<file path="src/rtl/bin2bcd_seq_ctrl_pkg.sv">
// Shared constants for the sequential binary-to-BCD converter: FSM encoding,
// digit width, default sizing and the digit-count sanity check.
package bin2bcd_seq_ctrl_pkg;

    localparam int BCD_W      = 4;
    localparam int DEF_WIDTH  = 8;
    localparam int DEF_DIGITS = 3;

    typedef enum logic [1:0] {
        ST_IDLE   = 2'd0,
        ST_ADJUST = 2'd1,
        ST_SHIFT  = 2'd2,
        ST_DONE   = 2'd3
    } state_e;

    // True when DIGITS decimal digits can hold the largest WIDTH-bit value.
    function automatic bit digits_fit(input int width, input int digits);
        longint p10;
        longint max_bin;
        if (digits > 18 || width > 62) return (digits > 18);
        p10 = 1;
        for (int i = 0; i < digits; i++) p10 = p10 * 10;
        max_bin = (longint'(1) << width) - 1;
        return p10 > max_bin;
    endfunction

endpackage

</file>
<file path="src/rtl/bin2bcd_seq_ctrl_if.sv">
// Start/busy/done handshake plus operand and result bus for the converter.
interface bin2bcd_if
    import bin2bcd_seq_ctrl_pkg::*;
#(
    parameter int WIDTH  = DEF_WIDTH,
    parameter int DIGITS = DEF_DIGITS
);
    logic                      start;
    logic [WIDTH-1:0]          bin;
    logic                      busy;
    logic                      done;
    logic [BCD_W*DIGITS-1:0]   bcd;

    modport master (output start, output bin, input busy, input done, input bcd);
    modport slave  (input start, input bin, output busy, output done, output bcd);
endinterface

</file>
<file path="src/rtl/bin2bcd_seq_ctrl_adj3.sv">
// One double-dabble digit correction: add 3 when the digit is 5 or more so the
// following left shift carries correctly into the next decimal digit.
module bcd_digit_adj3
    import bin2bcd_seq_ctrl_pkg::*;
(
    input  logic [BCD_W-1:0] din,
    output logic [BCD_W-1:0] dout
);
    assign dout = (din >= BCD_W'(5)) ? din + BCD_W'(3) : din;
endmodule

</file>
<file path="src/rtl/bin2bcd_seq_ctrl.sv">
// Sequential shift-and-add-3 converter: one input bit per ADJUST/SHIFT pair,
// result register updated only when a conversion completes.
module bin2bcd_seq_ctrl
    import bin2bcd_seq_ctrl_pkg::*;
#(
    parameter int WIDTH  = DEF_WIDTH,
    parameter int DIGITS = DEF_DIGITS
)(
    input  logic      clk,
    input  logic      rst,
    bin2bcd_if.slave  bus
);
    localparam int DW    = BCD_W * DIGITS;
    localparam int SCR_W = DW + WIDTH;
    localparam int CW    = $clog2(WIDTH + 1);

    if (!digits_fit(WIDTH, DIGITS)) begin : g_param_chk
        $error("bin2bcd_seq_ctrl: DIGITS=%0d too small for WIDTH=%0d", DIGITS, WIDTH);
    end

    state_e              state_q, state_d;
    logic [SCR_W-1:0]    scratch_q, scratch_d;
    logic [CW-1:0]       count_q, count_d;
    logic [DW-1:0]       bcd_q, bcd_d;
    logic                done_q, done_d;

    logic [DIGITS-1:0][BCD_W-1:0] dig_adj;
    logic [SCR_W-1:0]             adj_scratch;

    // Digit fields sit above the shift field; they are corrected independently.
    for (genvar i = 0; i < DIGITS; i++) begin : g_adj
        bcd_digit_adj3 u_adj (
            .din  (scratch_q[WIDTH + BCD_W*i +: BCD_W]),
            .dout (dig_adj[i])
        );
    end

    assign adj_scratch = {dig_adj, scratch_q[WIDTH-1:0]};

    always_comb begin
        state_d   = state_q;
        scratch_d = scratch_q;
        count_d   = count_q;
        bcd_d     = bcd_q;
        done_d    = 1'b0;
        case (state_q)
            ST_IDLE: begin
                if (bus.start) begin
                    scratch_d = {{DW{1'b0}}, bus.bin};
                    count_d   = CW'(WIDTH);
                    state_d   = ST_ADJUST;
                end
            end
            ST_ADJUST: begin
                scratch_d = adj_scratch;
                state_d   = ST_SHIFT;
            end
            ST_SHIFT: begin
                scratch_d = scratch_q << 1;
                count_d   = count_q - CW'(1);
                state_d   = (count_q == CW'(1)) ? ST_DONE : ST_ADJUST;
            end
            ST_DONE: begin
                // Result and done pulse launch together, so bcd never shows partial digits.
                bcd_d   = scratch_q[SCR_W-1 -: DW];
                done_d  = 1'b1;
                state_d = ST_IDLE;
            end
            default: state_d = ST_IDLE;
        endcase
    end

    always_ff @(posedge clk or posedge rst) begin
        if (rst) begin
            state_q   <= ST_IDLE;
            scratch_q <= '0;
            count_q   <= '0;
            bcd_q     <= '0;
            done_q    <= 1'b0;
        end else begin
            state_q   <= state_d;
            scratch_q <= scratch_d;
            count_q   <= count_d;
            bcd_q     <= bcd_d;
            done_q    <= done_d;
        end
    end

    assign bus.busy = (state_q != ST_IDLE);
    assign bus.done = done_q;
    assign bus.bcd  = bcd_q;

endmodule

</file>
<file path="src/flat_wrapper.sv">
// flat-port wrapper written by rule: the top's interface ports become plain ports
module bin2bcd_seq_ctrl_flat import bin2bcd_seq_ctrl_pkg::*;
#(
    parameter int WIDTH  = DEF_WIDTH,
    parameter int DIGITS = DEF_DIGITS
)
  (clk, rst, bus_start, bus_bin, bus_busy, bus_done, bus_bcd);
  bin2bcd_if #(.WIDTH(WIDTH), .DIGITS(DIGITS)) bus_i ();
  input  logic clk;
  input  logic rst;
  input wire logic [$bits(bus_i.start)-1:0] bus_start;
  input wire logic [$bits(bus_i.bin)-1:0] bus_bin;
  output wire logic [$bits(bus_i.busy)-1:0] bus_busy;
  output wire logic [$bits(bus_i.done)-1:0] bus_done;
  output wire logic [$bits(bus_i.bcd)-1:0] bus_bcd;
  assign bus_i.start = bus_start;
  assign bus_i.bin = bus_bin;
  assign bus_busy = bus_i.busy;
  assign bus_done = bus_i.done;
  assign bus_bcd = bus_i.bcd;
  bin2bcd_seq_ctrl #(.WIDTH(WIDTH), .DIGITS(DIGITS)) u_core (.clk(clk), .rst(rst), .bus(bus_i));
endmodule
</file>
<file path="config.mk">
export PLATFORM = sky130hd
export DESIGN_NAME = bin2bcd_seq_ctrl_flat
export DESIGN_NICKNAME = d
export VERILOG_FILES = /design/src/rtl/bin2bcd_seq_ctrl_pkg.sv /design/src/rtl/bin2bcd_seq_ctrl_if.sv /design/src/rtl/bin2bcd_seq_ctrl_adj3.sv /design/src/rtl/bin2bcd_seq_ctrl.sv /design/src/flat_wrapper.sv
export SDC_FILE = /design/constraint.sdc
export NUM_CORES = 1
export LEC_CHECK = 0
export ABC_AREA = 0
export BUFFER_PORTS_ARGS = -buffer_cell sky130_fd_sc_hd__buf_2
export CAP_MARGIN = 20
export CORE_ASPECT_RATIO = 1.4
export CORE_MARGIN = 5
export CORE_UTILIZATION = 40
export CTS_CLUSTER_DIAMETER = 60
export DETAILED_ROUTE_END_ITERATION = 6
export GPL_TIMING_DRIVEN = 0
export PLACE_DENSITY = 0.67
export SETUP_SLACK_MARGIN = 0.02
export SLEW_MARGIN = 0
export SYNTH_ARGS = -nofsm -noshare
export SYNTH_HDL_FRONTEND = slang
export SYNTH_SLANG_ARGS = --single-unit
</file>
<file path="constraint.sdc">
create_clock -name clk -period 2.1 [get_ports clk]
set_input_delay 0.21 -clock clk [delete_from_list [all_inputs] [get_ports clk]]
set_output_delay 0.21 -clock clk [all_outputs]
set_load 0.005 [all_outputs]
</file>
After elaboration in Yosys (flattened, before gate mapping)
Cells that the tools add are included.
{ "op_classes": {"muxes": 11, "n_lt_le_gt_ge": 3, "eq_ne": 8, "reduce_logical": 9, "addsub": 4, "n_bitwise": 1} }
{ "op_table": {"columns": ["cell", "n"], "rows": [
  ["$pmux W20 S3", 1],
  ["$mux W20", 1],
  ["$mux W4", 4],
  ["$add A4 B2 Y4 const B", 3],
  ["$ge A4 B3 Y1 const B", 3],
  ["$reduce_and A3 Y1", 4],
  ["$ne A2 B2 Y1 const B", 4],
  ["$pmux W2 S4", 1],
  ["$pmux W4 S2", 1],
  ["$eq A2 B2 Y1 const B", 2],
  ["$eq A4 B1 Y1 const B", 1],
  ["$mux W2", 2],
  ["$reduce_bool A2 Y1", 2],
  ["$sub A4 B1 Y4 const B", 1],
  ["$reduce_bool A3 Y1", 1],
  ["$eq A2 B1 Y1 const B", 1],
  ["$logic_not A2 Y1", 1],
  ["$reduce_and A2 Y1", 1],
  ["$mux W1", 1],
  ["$not A1 Y1", 1]
]} }
{ "word_totals": {"register_bits": 39, "output_inout_bits": 14, "inputBits": 11} }

Longest topological paths before layout
Gate-level depths: netlist (run 1).
{ "depth": {"depth_word": 3, "mapped_depth": 7, "mapped_depth_nobuf": 6} }

Modules after synthesis
Synthesis (run 1) repeated with hierarchy kept, for this count alone.
{ "unflattened": {"hier_cells": 201, "area_unflattened_um2": 2115.8} }
{ "modules_own_cells": {"columns": ["mod", "seq_area_each_um2", "n_inst", "cells_per_inst", "area_per_inst_um2"], "rows": [
  ["bin2bcd_seq_ctrl", 975.9, 1, 153, 1811.7],
  ["bcd_digit_adj3", 0.0, 3, 16, 101.3]
]} }

Worst setup path before layout (run 1)
OpenSTA, ideal clock, no wires.
{ "synth_path": {"kind": "register to register", "start": "register u_core.state_q[0]", "end": "register u_core.scratch_q[14]", "period_less_slack_ns": 1.609, "setup_time_ns": 0.125, "n_path_buf": 0, "setup_slack_ns": 0.491, "path_stages_with_launch": 7, "arrival_time_ns": 1.484, "path_cell_list": "dfrtp_1 inv_1 ha_1 nand2b_2 nand2b_4 a31oi_2 mux2_4"} }
{ "synth_via": {"elab_chain_cells": 3, "elab_cells_between_ends": 8, "classes_between": "eq/ne (4); mux (1); reduce/logical (3)"} }
{ "synth_rtl": {"columns": ["item", "line_no", "source"], "rows": [
  ["from (decl)", "bin2bcd_seq_ctrl.sv:21", "state_e state_q, state_d;"],
  ["from (signal assigned)", "bin2bcd_seq_ctrl.sv:81", "state_q <= state_d;"],
  ["$eq A2 B1 Y1, or another cell as far along", "bin2bcd_seq_ctrl.sv:46", "case (state_q)"],
  ["$ne A2 B2 Y1 (no line) or $reduce_bool A3 Y1 (tied branches)", null, null],
  ["$reduce_and A3 Y1 (no line)", null, null],
  ["to (signal assigned)", "bin2bcd_seq_ctrl.sv:82", "scratch_q <= scratch_d;"],
  ["to (decl)", "bin2bcd_seq_ctrl.sv:22", "logic [SCR_W-1:0] scratch_q, scratch_d;"]
]} }
Several ways; a longest one is shown, not always the timed one.
A chain may end at the register's enable or synchronous reset.

Worst setup path in the final report (run 1)
{ "layout_path": {"start": "register u_core.state_q[1]", "end": "register u_core.scratch_q[10]"} }
Same word-level chain as after synthesis.

==> results of run 1 <==
## metal layers
layer / track usage (%) / vias up / part of all wire (%)
met4: 6.11 / 0 / 1.9
met5: 0 / - / 0
li1: - / 748 / -
met3: 3.27 / 6 / 3.9
met2: 21.9 / 29 / 52
met1: 14.7 / 707 / 42
## stage by stage
step / instances / utilization, % / total power, mW / area (µm²) / worst slack [ps]
5_1_grt: 298 / 46.3 / 3.59 / 2370 / 125
2_1_floorplan: 201 / - / 2.41 / 2080 / 491
6_report: 298 / 46.3 / 3.28 / 2370 / 298
3_5_place_dp: 291 / 44.6 / 2.83 / 2280 / 303
4_1_cts: 298 / 46.3 / 3.35 / 2370 / 287
3_3_place_gp: 291 / 44.6 / 2.80 / 2280 / 302
## registers in the layout, summed over array words and instances, names as in the netlist
name and cells:
u_core.bus.bcd 12, u_core.bus.done 1, u_core.count_q 4, u_core.scratch_q 20
u_core.state_q 2
## power breakdown
part | total [mW] | switching (mW) | internal [mW]
Combinational | 1.57 | 0.878 | 0.690
Sequential | 1.22 | 0.202 | 1.02
Clock | 0.497 | 0.239 | 0.257
Total | 3.28 | 1.32 | 1.96
## path summary, 6_finish.rpt
check | to | slack (ps) | cells after the start | startpoint
worst max-delay path | u_core.scratch_q[10]$_DFFE_PP0P_ | 300 | 6 | u_core.state_q[1]$_DFFE_PP0P_
worst min-delay path | u_core.scratch_q[3]$_DFFE_PP0P_ | 80 | 2 | rst
worst max register to register | u_core.scratch_q[10]$_DFFE_PP0P_ | 300 | 6 | u_core.state_q[1]$_DFFE_PP0P_
worst min register to register | u_core.bus.bcd[5]$_DFFE_PP0P_ | 500 | 1 | u_core.bus.bcd[5]$_DFFE_PP0P_
max in group asynchronous | u_core.scratch_q[11]$_DFFE_PP0P_ | 1510 | 2 | rst
min in group clk | u_core.scratch_q[0]$_DFFE_PP0P_ | 160 | 3 | bus_bin[0]
## area by class of cell
| cell class | instances | area [µm²] |
|---|---|---|
| clock buffers | 6 | 82.6 |
| flip-flops and latches | 39 | 976 |
| fillers | 519 | 2750 |
| inverters | 17 | 63.8 |
| plain buffers | 5 | 28.8 |
| clock inverters | 1 | 5.00 |
| multi-input cells | 140 | 1010 |
| well taps | 66 | 82.6 |
| repair buffers | 24 | 120 |
## worst max-delay path, stage by stage, from the launching register on
cell      delay (ps)
dfrtp_1          410
inv_1             80
ha_1             430
clkbuf_1         410
nand3_1          120
o21ai_0          110
mux2_4           180
## layout by cell type (no fill, tap or decap), types with 6 or more instances in the layout
cell | synthesis | final
nor2b_1 | 8 | 8
buf_2 | 2 | 26
nor2_1 | 13 | 13
a21oi_1 | 21 | 21
o21ai_0 | 18 | 18
mux2i_1 | 6 | 6
mux2_2 | 13 | 13
inv_1 | 17 | 16
nand2_1 | 15 | 15
clkbuf_8 | 0 | 6
dfrtp_1 | 39 | 39
ha_1 | 12 | 12
## logic make-up (layout without fill, tap and decap cells)
group                    Yosys count  count (layout)
AO/OA/AOI/OAI                     48              48
AND/OR/NAND/NOR                   53              53
multiplexers                      22              22
buffers and inverters             22              53
flip-flops                        39              39
XOR/XNOR                           5               5
adder cells (fa/ha/maj)           12              12
==> results_dict.tcl, run 1 <==
set metrics [dict create \
    antennaDiodeCount 0 \
    clock.fmax_mhz 555 \
    ir_worst_vdd_mv 0.745 \
    synth.avg_cell_area_um2 10.3 \
    ys_warn_count 0 \
    crit_required_ps 2320 \
    drc 0 \
    boundaryPins 25 \
    synth_commonest_cells "39 x dfrtp_1, 21 x a21oi_1, 18 x o21ai_0, 17 x inv_1, 15 x nand2_1" \
    path_clk_slew_ps 70 \
    cts.sinks 39 \
    finClkSkew_ps 3.73 \
    grtUsageTotal_pct 12.7 \
    fin_crit_sh_pct 85.8 \
    synth_cell_types 36 \
    end_kind "flop" \
    max-cap-violations 0 \
    ys_seq_area_share_pct 46.9 \
    vias_per_cell 5.00 \
    tightest_slew_ps 800 \
    coreArea_mm2 0.00512 \
    fp-row-count 31 \
    grt_pass1_wl_um 6870 \
    drive_gt1_share_pct 25.9 \
    synthXorXnorAreaFrac_pct 2.11 \
    initial_core_util_pct 40.6 \
    grt_max_degree 40 \
    synth-adder-area-share_pct 7.22 \
    overflow 0 \
    crit_fanout 10 \
    synth_top_cell_by_area "dfrtp_1" \
    syn_nets 224 \
    arrival_ps 2030 \
    leakage_nw 1.13 \
    drv_slew 0 \
    synth_compound_area_share_pct 13.4 \
    powerDensity_mw_per_mm2 1380 \
    synth-edff-count 0 \
    grt_pass1_vias 1534 \
    synth_flop_cell "dfrtp_1" \
    ctsHtreeMaxLevel 2 \
    finish.net_count 255 \
    wl_per_cell_um 12.8 \
    dieArea_mm2 0.00676 \
    clock_path_buffers 2 \
    fin_hold_ws_ps 75.1 \
    ys_ff_latch 39 \
    drt_pass1_iterations 4 \
    setup_violations 0 \
    post_cts_resized 0 \
    postCtsSetupBuffers 0 \
    synthesis.area_mm2 0.00208 \
    syn2layout_area_growth_pct 14.0 \
    hpwlAfterDp_um 2800 \
    die_x_um 70.9 \
    synth.area.top_cells "dfrtp_1 47%, ha_1 7.2%, mux2_2 7.0%" \
    synthSimpleGateAreaFrac_pct 13.8 \
    hold_viol_final 0 \
    synth_mux_area_share_pct 12.0 \
    finalSetupTns_ps 0 \
    antenna_found_initial 0 \
    synthArstFlopShare_pct 100 \
    critical_path.startpoint_type "flop" \
    worstSkewPairLatency_ps 280 \
    place.gp.congestion 0.845 \
    dr_total_vias 1490 \
    synth.most_common_cell "dfrtp_1" \
    outcome "finished clean" \
    synth_top_family_by_area "simple AND/OR/NAND/NOR gates" \
    numCtsBuffers 5 \
    timing.final.crit_period_ps 1800 \
    die_h_um 95.3 \
    antenna_left 0 \
    wl_um 3810 \
    hp-class "in -> async" \
    synth_cells 201 \
    synth_top_area_share_pct 46.9 \
    postCtsHoldBufs 0 \
    relSlewSlack_pct 46.6 \
    path_class "reg -> reg" \
    rsz0062_at_grt "no" \
    io_buffers 24 \
    root_buffer "clkbuf_8" \
    drt_iter0_markers 67 \
    tritoncts "done" \
]
Note: power is estimated with default switching activity, not from simulation.
==> run 2: changes to the inputs <==
--- a/config.mk
+++ b/config.mk
@@ -17,2 +17,3 @@
 export PLACE_DENSITY = 0.67
+export REMOVE_ABC_BUFFERS = 1
 export SETUP_SLACK_MARGIN = 0.02
==> constraint.sdc (replaced) <==
create_clock -name clk -period 2.1 [get_ports clk]
set_input_delay 0.105 -clock clk [delete_from_list [all_inputs] [get_ports clk]]
set_output_delay 0.105 -clock clk [all_outputs]
set_load 0.005 [all_outputs]
==> run 2 against run 1 <==
  * Critical path type unchanged
  * Non-clock buffer count shrank 5
  * Combinational power shrank 3%
  * Worst setup slack lost 100 ps
  * Design area shrank 0.95%
  * Largest power group unchanged
  * Clock-buffer cell count is the same
  * Register-to-register slack lost 100 ps
  * Power shrank 1.0%
  * Cell count shrank 1.7%
  * Sequential power is essentially flat
  * The flow now finishes with violations (hold timing)
  * Core utilization shrank 0.44 points
==> results_dict.tcl, run 2 (synthesis results as in run 1) <==
set metrics [dict create \
    dieArea_mm2 0.00676 \
    drive_gt1_share_pct 26.4 \
    postPlaceCellArea_mm2 0.00225 \
    fin_total_pwr_mw 3.25 \
    r2r_slack_ps 190 \
    leakage_nw 1.11 \
    wl_met1_um 1550 \
    fin_crit_sh_pct 90.8 \
    cp-endpoint "u_core.scratch_q[10]$_DFFE_PP0P_" \
    grt_pass1_wl_um 6630 \
    crit_chain "ha_1 -> nand2b_4 -> a31oi_2 -> mux2_4" \
    finish.net_count 250 \
    wl_um 3680 \
    die_h_um 95.3 \
    syn2layout_area_growth_pct 12.9 \
    cpPeakStageDelay_ps 430 \
    ctsHtreeMaxLevel 2 \
    initial_core_util_pct 40.6 \
    grtUsageTotal_pct 12.4 \
    numCtsBuffers 5 \
    ir_worst_vdd_mv 0.772 \
    path_clk_slew_ps 80 \
    stdcell_area_mm2 0.00235 \
    drc 0 \
    grt_pass1_vias 1530 \
    tritoncts "done" \
    clock_path_buffers 2 \
    dr_wl_met2_um 1880 \
    max-cap-violations 0 \
    wl_met3_um 152 \
    timing.final.crit_period_ps 1910 \
    finClkSkew_ps 7.22 \
    end_kind "flop" \
    rsz0062_at_grt "no" \
    antennaDiodeCount 0 \
    place.gp.congestion 0.800 \
    rr_worst_depth 4 \
    fp-row-count 31 \
    critical_path.startpoint_type "flop" \
    slowest_stage "ha_1" \
    coreArea_mm2 0.00512 \
    vias_per_cell 5.11 \
    tightest_slew_ps 798 \
    cts.sinks 39 \
    outcome "finished with violations" \
    clock.fmax_mhz 525 \
    layout_common_cells "39 x dfrtp_1, 24 x buf_2, 21 x a21oi_1" \
    drv_slew 0 \
    arrival_ps 2090 \
    hpwlAfterDp_um 2640 \
    drt_pass1_iterations 4 \
    largest_register_ffs 20 \
    wl_per_cell_um 12.6 \
    powerDensity_mw_per_mm2 1380 \
    relSlewSlack_pct 46.7 \
    crit_required_ps 2280 \
    crit_fanout 15 \
    hold_viol_final 39 \
    drt_iter0_markers 66 \
    finalSetupTns_ps 0 \
    regMostFlops "u_core.scratch_q" \
    highest_layer "met4" \
    path_class "reg -> reg" \
    die_x_um 70.9 \
    antenna_found_initial 0 \
    antenna_left 0 \
    io_buffers 24 \
    violations "hold timing" \
    hp-class "in -> async" \
    setup_violations 0 \
    mostFrequentLayoutCell "dfrtp_1" \
    boundaryPins 25 \
    dr_total_vias 1497 \
    fin_hold_ws_ps -34.5 \
    root_buffer "clkbuf_8" \
    grt_max_degree 40 \
    rr_startpoint "u_core.state_q[1]$_DFFE_PP0P_" \
    overflow 0 \
    cp-startpoint "u_core.state_q[1]$_DFFE_PP0P_" \
    rr_endpoint "u_core.scratch_q[10]$_DFFE_PP0P_" \
    worstSkewPairLatency_ps 290 \
]
==> run 2: stage by stage <==
step                util, %  instances  hold WS (ps)  worst slack [ps]
floorplan                 -        196           251               406
global placement       44.0        286           342              54.3
detailed placement     44.0        286           320              60.8
CTS                    45.7        293         0.531              39.3
global route           45.8        293          32.0              75.7
finish                 45.8        293         -34.5               194
==> run 2: power by group <==
group          switching, mW  internal [mW]  total, mW  leakage, nW
logic                  0.854          0.671       1.52        0.558
clock network          0.251          0.258      0.509       0.0470
registers              0.199           1.02       1.22        0.508
==> run 2: what timing repair did <==
item	4_1_cts	5_1_grt
endpoints found under the setup margin	0	15
hold buffers	0	0
buffers inserted	0	0
gates resized for setup	0	3
==> run 2: final cells by class <==
type,instances,area [µm²]
clock buffers,6,82.6
well taps,66,82.6
flip-flops and latches,39,976
multi-input cells,140,1020
clock inverters,1,5.00
inverters,17,63.8
repair buffers,24,120
fillers,527,2770
==> run 2: how the worst min path moves through the flow <==
stage	startpoint	endpoint	slack, ps
after detailed placement	rst	u_core.scratch_q[3]$_DFFE_PP0P_	320
after global placement	bus_bin[0]	u_core.scratch_q[0]$_DFFE_PP0P_	340
after CTS	rst	u_core.scratch_q[3]$_DFFE_PP0P_	0.5
after floorplan	bus_bin[0]	u_core.scratch_q[0]$_DFFE_PP0P_	250
final	rst	u_core.scratch_q[3]$_DFFE_PP0P_	-30
after global routing	rst	u_core.scratch_q[3]$_DFFE_PP0P_	30
==> run 2: metal layers <==
layer / global-route usage [%] / up-vias
met5: 0 / -
met4: 7.05 / 0
met3: 3.59 / 10
met2: 21.2 / 35
met1: 13.8 / 713
li1: - / 739
==> run 2: worst max-delay path, delay by kind of cell, from the launching register on <==
| kind | cells | cell delay [ps] |
|---|---|---|
| fa+ha+maj | 1 | 430 |
| flops | 1 | 420 |
| mux | 1 | 330 |
| compound gates | 1 | 320 |
| simple gates | 1 | 290 |
==> run 3: changes to the inputs <==
Settings changed: ABC_AREA 0 to 1, BUFFER_PORTS_ARGS -buffer_cell sky130_fd_sc_hd__buf_2 to -buffer_cell sky130_fd_sc_hd__buf_4.
==> run 3 against run 2 <==
  * The flow still finishes with violations (hold timing)
  * Synthesized cell count increased by 30%
  * Die area increased by 0.53%
  * Wire length increased by 7.9%
  * Design area increased by 1.7%
  * Sequential share of layout area decreased by 0.70 points
  * Register-to-register slack about the same
  * Core utilization increased by 0.78 points
  * Worst setup slack got worse by 7.8 ps
  * Critical path depth increased by 3
  * Largest power group unchanged
  * Clock power about the same
  * Power increased by 10%
==> results_dict.tcl, run 3 <==
set metrics [dict create \
    outcome "finished with violations" \
    violations "hold timing" \
    hp-class "in -> async" \
    vias_per_cell 4.81 \
    finalSetupTns_ps 0 \
    cts.sinks 39 \
    critPathTopFamily "simple AND/OR/NAND/NOR gates" \
    tightest_slew_ps 836 \
    hold_viol_final 39 \
    synth-edff-count 0 \
    drv_slew 0 \
    synth_commonest_cells "80 x nand2_1, 39 x dfrtp_1, 33 x inv_1, 20 x nor2_1, 17 x nand3_1" \
    synthXorXnorAreaFrac_pct 0 \
    antenna_found_initial 0 \
    grt_max_degree 40 \
    ys_ff_latch 39 \
    fp-row-count 31 \
    synth_flop_cell "dfrtp_1" \
    numCtsBuffers 5 \
    worstSkewPairLatency_ps 290 \
    drt_iter0_markers 72 \
    overflow 0 \
    arrival_ps 2130 \
    synth-adder-area-share_pct 7.18 \
    place.gp.congestion 0.791 \
    drt_pass1_iterations 4 \
    dr_total_vias 1675 \
    root_buffer "clkbuf_8" \
    ys_seq_area_share_pct 46.7 \
    synth_top_cell_by_area "dfrtp_1" \
    hpwlAfterDp_um 2780 \
    synth_top_area_share_pct 46.7 \
    rsz0062_at_grt "no" \
    fin_crit_sh_pct 91.1 \
    dieArea_mm2 0.00680 \
    synth.most_common_cell "nand2_1" \
    cpPeakStageDelay_ps 580 \
    worst-path-buf-inv 1 \
    relSlewSlack_pct 44.2 \
    rr_endpoint "u_core.scratch_q[6]$_DFFE_PP0P_" \
    synth_compound_area_share_pct 12.3 \
    synthesis.area_mm2 0.00209 \
    initial_core_util_pct 40.9 \
    synth.area.top_cells "dfrtp_1 47%, nand2_1 14%, ha_1 7.2%" \
    synth_top_family_by_area "simple AND/OR/NAND/NOR gates" \
    grtUsageTotal_pct 13.3 \
    synth_mux_area_share_pct 1.61 \
    io_buffers 24 \
    crit_fanout 16 \
    wl_per_cell_um 11.4 \
    path_class "reg -> reg" \
    finish.net_count 305 \
    clock.fmax_mhz 523 \
    die_h_um 95.6 \
    multi_input_area_um2 937 \
    rr_startpoint "u_core.state_q[0]$_DFFE_PP0P_" \
    grt_pass1_vias 1633 \
    antennaDiodeCount 0 \
    mostFrequentLayoutCell "nand2_1" \
    rr_worst_depth 7 \
    wl_um 3980 \
    path_clk_slew_ps 70 \
    synthSimpleGateAreaFrac_pct 23.5 \
    postPlaceCellArea_mm2 0.00229 \
    crit_chain "inv_1 -> ha_1 -> nand2_1 -> o21ai_2 -> or2_1 -> nand2_1 -> o21ai_2" \
    ys_warn_count 0 \
    die_x_um 71.1 \
    layout_common_cells "80 x nand2_1, 39 x dfrtp_1, 32 x inv_1" \
    crit_required_ps 2320 \
    regArea_um2 976 \
    finClkSkew_ps 6.91 \
    critical_path.startpoint_type "flop" \
    regMostFlops "u_core.scratch_q" \
    placedCellCount 341 \
    syn2layout_area_growth_pct 14.1 \
    fin_total_pwr_mw 3.57 \
    cp-startpoint "u_core.state_q[0]$_DFFE_PP0P_" \
    antenna_left 0 \
    timing.final.crit_period_ps 1910 \
    slowest_stage "or2_1" \
    fin_hold_ws_ps -15.9 \
    max-cap-violations 0 \
    powerDensity_mw_per_mm2 1500 \
    synth_cells 262 \
    end_kind "flop" \
    boundaryPins 25 \
    clock_path_buffers 2 \
    instances_no_fill 348 \
    r2r_slack_ps 190 \
    drc 0 \
    drive_gt1_share_pct 17.0 \
    setup_violations 0 \
    synth.avg_cell_area_um2 7.98 \
    synth_cell_types 21 \
    largest_register_ffs 20 \
    ctsHtreeMaxLevel 2 \
    leakage_nw 1.25 \
    ir_worst_vdd_mv 0.626 \
    stdcell_area_mm2 0.00239 \
    fill_cells 530 \
    grt_pass1_wl_um 7240 \
    coreArea_mm2 0.00512 \
    tritoncts "done" \
    synthArstFlopShare_pct 100 \
]
## run 3: cell count changes in the layout (fill, tap and decap cells not counted), sizes merged, moves of 4 or more
| cell | before | now |
|---|---|---|
| nand2b | 4 | 0 |
| mux2i | 7 | 0 |
| inv | 17 | 33 |
| mux2 | 15 | 3 |
| a21oi | 22 | 12 |
| o22ai | 0 | 9 |
| nor2 | 15 | 20 |
| nand2 | 15 | 82 |
| nor2b | 8 | 0 |
| nand3 | 3 | 17 |
## run 3: stage by stage
step	setup slack, ps	utilization (%)
2_1_floorplan	330	-
3_3_place_gp	28.9	44.8
3_5_place_dp	9.08	44.8
4_1_cts	79.1	46.6
5_1_grt	47.5	46.6
6_report	186	46.6
## run 3: area by class of cell
type | count | share of cell area (%)
clock buffer | 6 | 3.46
clock inverter | 1 | 0.210
inverter | 33 | 5.19
multi-input combinational | 179 | 39.3
sequential | 39 | 40.9
tap | 66 | 3.46
timing repair buffer | 24 | 7.55
## run 3: worst register-to-register path, cell delays in order, from the launching register on
cell and delay, ps:
dfrtp_1 410, inv_1 120, ha_1 220, nand2_1 150, o21ai_2 120, or2_1 580, nand2_1 150, o21ai_2 90
## run 3: metal layers
metal | vias to the layer above | global-route usage (%) | wire [µm]
met5 | - | 0 | 0
met4 | 0 | 6.58 | 91
met3 | 6 | 2.85 | 154
met2 | 26 | 22.8 | 1900
met1 | 772 | 15.8 | 1830
li1 | 871 | - | -
## run 3: power breakdown
group          switching, mW  internal [mW]  total, mW
registers              0.201           1.05       1.25
clock network          0.250          0.258      0.508
logic                   1.13          0.688       1.82
total                   1.58           1.99       3.57
## run 3: how the worst max path moves through the flow
stage,cells after the start,endpoint
floorplan,6,u_core.scratch_q[2]$_DFFE_PP0P_
global placement,6,u_core.scratch_q[7]$_DFFE_PP0P_
detailed placement,6,u_core.scratch_q[6]$_DFFE_PP0P_
CTS,6,u_core.scratch_q[12]$_DFFE_PP0P_
global route,6,u_core.scratch_q[4]$_DFFE_PP0P_
finish,7,u_core.scratch_q[6]$_DFFE_PP0P_
## run 3: kinds of logic after synthesis
group / after synthesis
buffers and inverters: 44
muxes: 3
adders and majority gates: 12
AOI/OAI and AO/OA: 42
DFF: 39
and+or+nand+nor: 122
## run 3: what timing repair did
| action | in CTS | in global routing |
|---|---|---|
| resized for setup | 1 | 1 |
| hold buffers | 0 | 0 |
| endpoints found under the setup margin | 6 | 12 |
| gates cloned | 0 | 0 |
| setup buffers | 0 | 0 |
